File: config.mk
export PLATFORM = sky130hd
export DESIGN_NAME = acc8_seq
export DESIGN_NICKNAME = d
export VERILOG_FILES = /design/src/rtl/acc8_seq.sv
export SDC_FILE = /design/constraint.sdc
export NUM_CORES = 1
export LEC_CHECK = 0
export BUFFER_PORTS_ARGS = -buffer_cell sky130_fd_sc_hd__buf_2
export CORE_MARGIN = 1
export CORE_UTILIZATION = 38
export DETAILED_ROUTE_END_ITERATION = 7
export PLACE_DENSITY = 0.66
export SLEW_MARGIN = 20
export SYNTH_ARGS = -nofsm -noshare
export SYNTH_HDL_FRONTEND = slang
export SYNTH_SLANG_ARGS = --single-unit
File: constraint.sdc
create_clock -name clk -period 1.9 [get_ports clk]
set_input_delay 0.095 -clock clk [delete_from_list [all_inputs] [get_ports clk]]
set_output_delay 0.095 -clock clk [all_outputs]
set_load 0.01 [all_outputs]
File: src/rtl/acc8_seq.sv
// Frame accumulator: sums operand bytes through an external 8-bit adder and counts carry-outs.
// Define ACC8_SAT_EN to make the sum saturate at 8'hFF on the first carry of a frame.
module acc8_seq (
    input  logic       clk,
    input  logic       rst_n,
    input  logic       in_valid,
    output logic       in_ready,
    input  logic [7:0] in_data,
    input  logic       in_last,
    output logic [7:0] add_a,
    output logic [7:0] add_b,
    output logic       add_cin,
    input  logic [7:0] add_s,
    input  logic       add_c,
    output logic       out_valid,
    input  logic       out_ready,
    output logic [7:0] out_sum,
    output logic [3:0] out_ccnt
);

    localparam logic [1:0] IDLE = 2'd0;
    localparam logic [1:0] ACC  = 2'd1;
    localparam logic [1:0] DONE = 2'd2;

    logic [1:0] state_reg, state_next;
    logic [7:0] acc_reg, acc_next;
    logic [3:0] ccnt_reg, ccnt_next;
    logic       out_valid_reg, out_valid_next;
    logic [7:0] out_sum_reg, out_sum_next;
    logic [3:0] out_ccnt_reg, out_ccnt_next;

    logic       xfer;
    logic [7:0] sum_val;
    logic [3:0] ccnt_inc;

    assign in_ready  = (state_reg != DONE);
    assign xfer      = in_valid & in_ready;
    assign add_a     = acc_reg;
    assign add_b     = in_data;
    assign add_cin   = 1'b0;
    assign out_valid = out_valid_reg;
    assign out_sum   = out_sum_reg;
    assign out_ccnt  = out_ccnt_reg;

`ifdef ACC8_SAT_EN
    // Once a carry occurs, 8'hFF plus any byte carries again (or stays FF for 0), so it sticks.
    assign sum_val = add_c ? 8'hFF : add_s;
`else
    assign sum_val = add_s;
`endif

    assign ccnt_inc = (add_c && (ccnt_reg != 4'hF)) ? ccnt_reg + 4'd1 : ccnt_reg;

    always_comb begin
        state_next     = state_reg;
        acc_next       = acc_reg;
        ccnt_next      = ccnt_reg;
        out_valid_next = out_valid_reg;
        out_sum_next   = out_sum_reg;
        out_ccnt_next  = out_ccnt_reg;
        case (state_reg)
            IDLE, ACC: begin
                if (xfer) begin
                    acc_next  = sum_val;
                    ccnt_next = ccnt_inc;
                    if (in_last) begin
                        state_next     = DONE;
                        out_valid_next = 1'b1;
                        out_sum_next   = sum_val;
                        out_ccnt_next  = ccnt_inc;
                    end else begin
                        state_next = ACC;
                    end
                end
            end
            DONE: begin
                // Result handed off: clear everything so the next frame starts from zero.
                if (out_ready) begin
                    state_next     = IDLE;
                    acc_next       = 8'd0;
                    ccnt_next      = 4'd0;
                    out_valid_next = 1'b0;
                    out_sum_next   = 8'd0;
                    out_ccnt_next  = 4'd0;
                end
            end
            default: begin
                state_next = IDLE;
            end
        endcase
    end

    always_ff @(posedge clk or negedge rst_n) begin
        if (!rst_n) begin
            state_reg     <= IDLE;
            acc_reg       <= 8'd0;
            ccnt_reg      <= 4'd0;
            out_valid_reg <= 1'b0;
            out_sum_reg   <= 8'd0;
            out_ccnt_reg  <= 4'd0;
        end else begin
            state_reg     <= state_next;
            acc_reg       <= acc_next;
            ccnt_reg      <= ccnt_next;
            out_valid_reg <= out_valid_next;
            out_sum_reg   <= out_sum_next;
            out_ccnt_reg  <= out_ccnt_next;
        end
    end

endmodule

# [Yosys cells after proc, flatten, opt, wreduce, memory -nomap -nowiden]
# Index checks and enable logic that the tools add are counted.
[totals] inputBits=22 ram_bits=0 wordCells=43 romBits=0 n_memories=0 latchBits=0 ff_bits=27
[op_classes] magnitude_cmp=0 mul=0 n_reduce_logical=7 div_mod_pow=0 n_shift=0 muxes=21 n_addsub=1 n_eq_ne=7 bitwise=1
[op_table] operator="2-to-1 mux 8 bit" count=4
[op_table] operator="case mux 8 bit (2 select lines)" count=2
[op_table] operator="2-to-1 mux 4 bit" count=5
[op_table] operator="case mux 4 bit (2 select lines)" count=2
[op_table] operator="!= test 2 bit (second input constant)" count=4
[op_table] operator="2-to-1 mux 2 bit" count=3
[op_table] operator="adder 4 x 1 -> 4 bit (second input constant)" count=1
[op_table] operator="!= test 4 bit (second input constant)" count=1
[op_table] operator="case mux 2 bit (2 select lines)" count=1
[op_table] operator="AND reduction 4 bit" count=1
[op_table] operator="2-to-1 mux 1 bit" count=3
[op_table] operator="AND reduction 3 bit" count=1
[op_table] operator="equality test 2 x 1 -> 1 bit (second input constant)" count=1
[op_table] operator="equality test 2 bit (second input constant)" count=1
[op_table] operator="zero test 2 bit" count=1
[op_table] operator="case mux 1 bit (2 select lines)" count=1
[op_table] operator="AND reduction 2 bit" count=1
[op_table] operator="nonzero test 2 bit" count=1
[op_table] operator="OR reduction 2 bit" count=1
[op_table] operator="AND 1 bit" count=1
[op_table] operator="logical AND 1 bit" count=1

# [Longest topological paths before layout]
[depth] word_depth=6 depth_mapped=4

# [Worst setup path after synthesis]
# Ideal clock, no wire load.
[synth_timing] path_type="register -> register" start="reg ccnt_reg[0]" end="reg out_ccnt_reg[0], in the netlist out_ccnt[0]" stages_incl_launch_ff=5 path_slack_ns=0.465 t_required_ns=1.774 t_arrival_ns=1.309 period_less_slack_ns=1.435 n_path_buf=0 cell_sequence="dfrtp_1 > ha_1 > and3_1 > o211a_1 > a221o_1"
[synth_via] elab_chain_len=6
[synth_lines] item="start: declaration" line_no="27" source="logic [3:0] ccnt_reg, ccnt_next;"
[synth_lines] item="start signal: assignment" line_no="104" source="ccnt_reg <= ccnt_next;"
[synth_lines] item="branches (longest 2 deep; another with adder 4 x 1 -> 4 bit)"
[synth_lines] item="2-to-1 mux 4 bit *" line_no="52" source="assign ccnt_inc = (add_c && (ccnt_reg != 4'hF)) ? ccnt_reg + 4'd1 : ccnt_reg;"
[synth_lines] item="2-to-1 mux 4 bit *" line_no="66" source="if (in_last) begin"
[synth_lines] item="2-to-1 mux 4 bit *" line_no="63" source="if (xfer) begin"
[synth_lines] item="case mux 4 bit (2 select lines) *" line_no="61" source="case (state_reg)"
[synth_lines] item="end signal: assignment" line_no="107" source="out_ccnt_reg <= out_ccnt_next;"
[synth_lines] item="end: declaration" line_no="30" source="logic [3:0] out_ccnt_reg, out_ccnt_next;"
# Every way passes the cells marked *. The select of a mux whose other input is x is not followed.
# A chain may end at the register's enable or synchronous reset.

# [Worst setup path in the final report]
[layout_timing] start="reg ccnt_reg[0]" end="reg ccnt_reg[1]"
[layout_via] elab_chain_len=5
[layout_lines] item="branches (longest 2 deep; another with adder 4 x 1 -> 4 bit)"
[layout_lines] item="2-to-1 mux 4 bit *" line_no="52"
[layout_lines] item="2-to-1 mux 4 bit *" line_no="63"
[layout_lines] item="case mux 4 bit (2 select lines) *" line_no="61"
# Marked as above.

==> metrics.md <==
| Metric | Value |
|---|---|
| Outcome | complete, no violations |
| Max-slew violation count | 0 |
| Vias per cell | 5.38 |
| Antenna Nets Post-Route | 0 |
| RSZ-0062 raised after global routing | false |
| Total gr overflow | 0 |
| Total Nets Final | 164 |
| Filler cell count in the final layout | 297 |
| Min Clock Period, post-route | 1670 ps |
| Pwr Total | 1620 uW |
| Area delta synth->final | 23.2% |
| Via count | 990 |
| Crit start category | register |
| Vias in the first global route | 928 |
| Highest net fanout along the worst path | 6 |
| Worst skew pair latency | 320 ps |
| CP endpoint | ccnt_reg[1] |
| First-pass GRT wire length | 4330 um |
| WL final | 2720 um |
| Initial antenna violation count | 0 |
| Reg2Reg Depth | 4 |
| Hold/Removal Path Class | input pin to register |
| Rel. slew slack | 59.8% |
| Drt drc | 0 |
| Pre-antenna DRT Iters | 4 |
| Synthesis Warnings | 0 |
| Maximum capacitance violations | 0 |
| Crit path from | ccnt_reg[0] |
| CTS resizes | 0 |
| Placed Cells | 170 |
| Lkg Pwr | 0.000761 uW |
| IR drop worst, VDD | 0.642 mV |
| Die Y | 58.8 um |
| Final Util | 49.4% |
| Worst Skew | 6.33 ps |
| DR iter-0 viols | 62 |
| Fin cells | 184 |
| Clock slew seen by the registers of the worst setup and hold paths | 140 ps |
| Yosys reg bits | 27 |
| Antenna diodes | 0 |
| R2r setup slk | 230 ps |
| # IOs | 53 |
| Clock Path Buffers | 2 |
| Die width | 58.8 um |
| Arr. time, crit path | 1870 ps |
| Avg WL per Cell | 14.8 um |
| FF-to-FF Start | ccnt_reg[0] |
| Largest net degree at the start of global routing | 28 |
| Worst Max-Slew Pin Slew | 604 ps |
| Mapped Avg Cell Area | 12.1 um^2 |
| PortBufs | 35 |
| Routability cong. | 0.844 |
| WP data required | 2100 ps |
| Cell area after synthesis | 1220 um^2 |
| CTS H-tree lvls | 1 |
| Final Hold Vio Count | 0 |
| CTS buffer count | 3 |
| Main synth FF type | dfrtp_1 |
| Synthesized Nets | 124 |
| Rows | 20 |
| Clock sinks | 27 |
| Postcts setup bufs | 0 |
| Post-Place Worst Slack | 284 ps |
| Critical path class | register to register |
| Final Worst Setup Slack | 234 ps |
| FF-to-FF End | ccnt_reg[1] |
| Setup_tns | 0 ps |
| Full die area | 3450 um^2 |
| Syn Inst Count | 101 |
| Clk root buf | clkbuf_4 |
| Core footprint | 3050 um^2 |
| Initial core utilization | 40.1% |
| TritonCTS clock tree | built |
| # setup viols final | 0 |
| Tcrit/Tclk final | 87.7% |
| Netlist cell types | 34 |
| Cts hold-fix bufs | 6 |
| CP Capture Type | register |
| Power Density | 1070 nW/um^2 |
| Seq/Total Area, Yosys | 55.2% |
| Share of cells above drive strength 1 | 32.1% |
| GRT Util Overall | 16.4% |
| Post-synth ARST share | 100% |
| Post-synth EDFFs | 0 |
| FMAX | 600 MHz |
| Detailed placement HPWL | 1850 um |
synthesized netlist by cell type (2+ instances only):
cell | number | area (um^2)
a22o_1 | 16 | 140
and3_1 | 2 | 12.5
buf_2 | 2 | 10.0
buf_4 | 9 | 67.6
dfrtp_1 | 27 | 676
mux2_2 | 2 | 22.5
nand2_1 | 3 | 11.3
nand2b_1 | 3 | 18.8
nand3_1 | 3 | 15.0
nand3b_1 | 3 | 22.5
nand4_1 | 3 | 18.8
nor2_1 | 4 | 15.0
o311ai_0 | 2 | 17.5
o31ai_1 | 2 | 15.0
critical path, cell delays in order (launching register included):
cell      delay (ps)
dfrtp_1          470
ha_1             290
and3_1           250
o311ai_0         430
nand3_1          120
stage by stage:
step | hold WS, ps | instance area, um^2
after floorplan | -201 | 1220
after global placement | 134 | 1380
after detailed placement | 146 | 1380
after CTS | 0.445 | 1470
after global routing | 0.594 | 1510
final | 9.58 | 1510
per-layer routing:
layer,global-route usage (%),up-vias,part of all wire [%]
met4,2.38,0,1.4
met5,0,-,0
met1,23.2,472,47
met2,26.1,59,45
met3,4.18,5,6.7
li1,-,454,-
worst min path at each step:
stage | end | slack [ps] | start | depth (start not counted)
global route | state_reg[0] | 0.6 | in_valid | 2
finish | state_reg[0] | 10 | in_valid | 2
detailed placement | out_valid | 150 | rst_n | 1
floorplan | add_a[0] | -200 | rst_n | 0
global placement | ccnt_reg[1] | 130 | rst_n | 1
CTS | state_reg[0] | 0.4 | in_valid | 2
layout make-up:
class | instances | area [um^2] | share of cell area (%)
inverters | 1 | 3.75 | 0.249
repair buffers | 47 | 290 | 19.2
flip-flops and latches | 27 | 676 | 44.8
clock buffers | 3 | 22.5 | 1.49
well taps | 44 | 55.1 | 3.65
clock inverters | 1 | 5.00 | 0.332
multi-input cells | 61 | 457 | 30.3
cell families after synthesis:
family	count (synthesis)	share of synthesized area, %
DFF	27	55.2
adders and majority gates	1	1.02
buffers and inverters	13	7.56
and+or+nand+nor	26	13.1
muxes	3	2.66
AOI/OAI and AO/OA	30	20.2
other	1	0.306
placed cells by master, fill, tap and decap left out, types with 4 or more instances in the layout:
| cell | instances |
|---|---|
| a22o_1 | 16 |
| dlygate4sd3_1 | 10 |
| buf_2 | 35 |
| dfrtp_1 | 27 |
| nor2_1 | 4 |
power by group:
part	internal, uW	switching, uW
sequential	718	125
combinational	264	264
clock	78.9	169
total	1060	558
(Power assumes the default switching activity.)
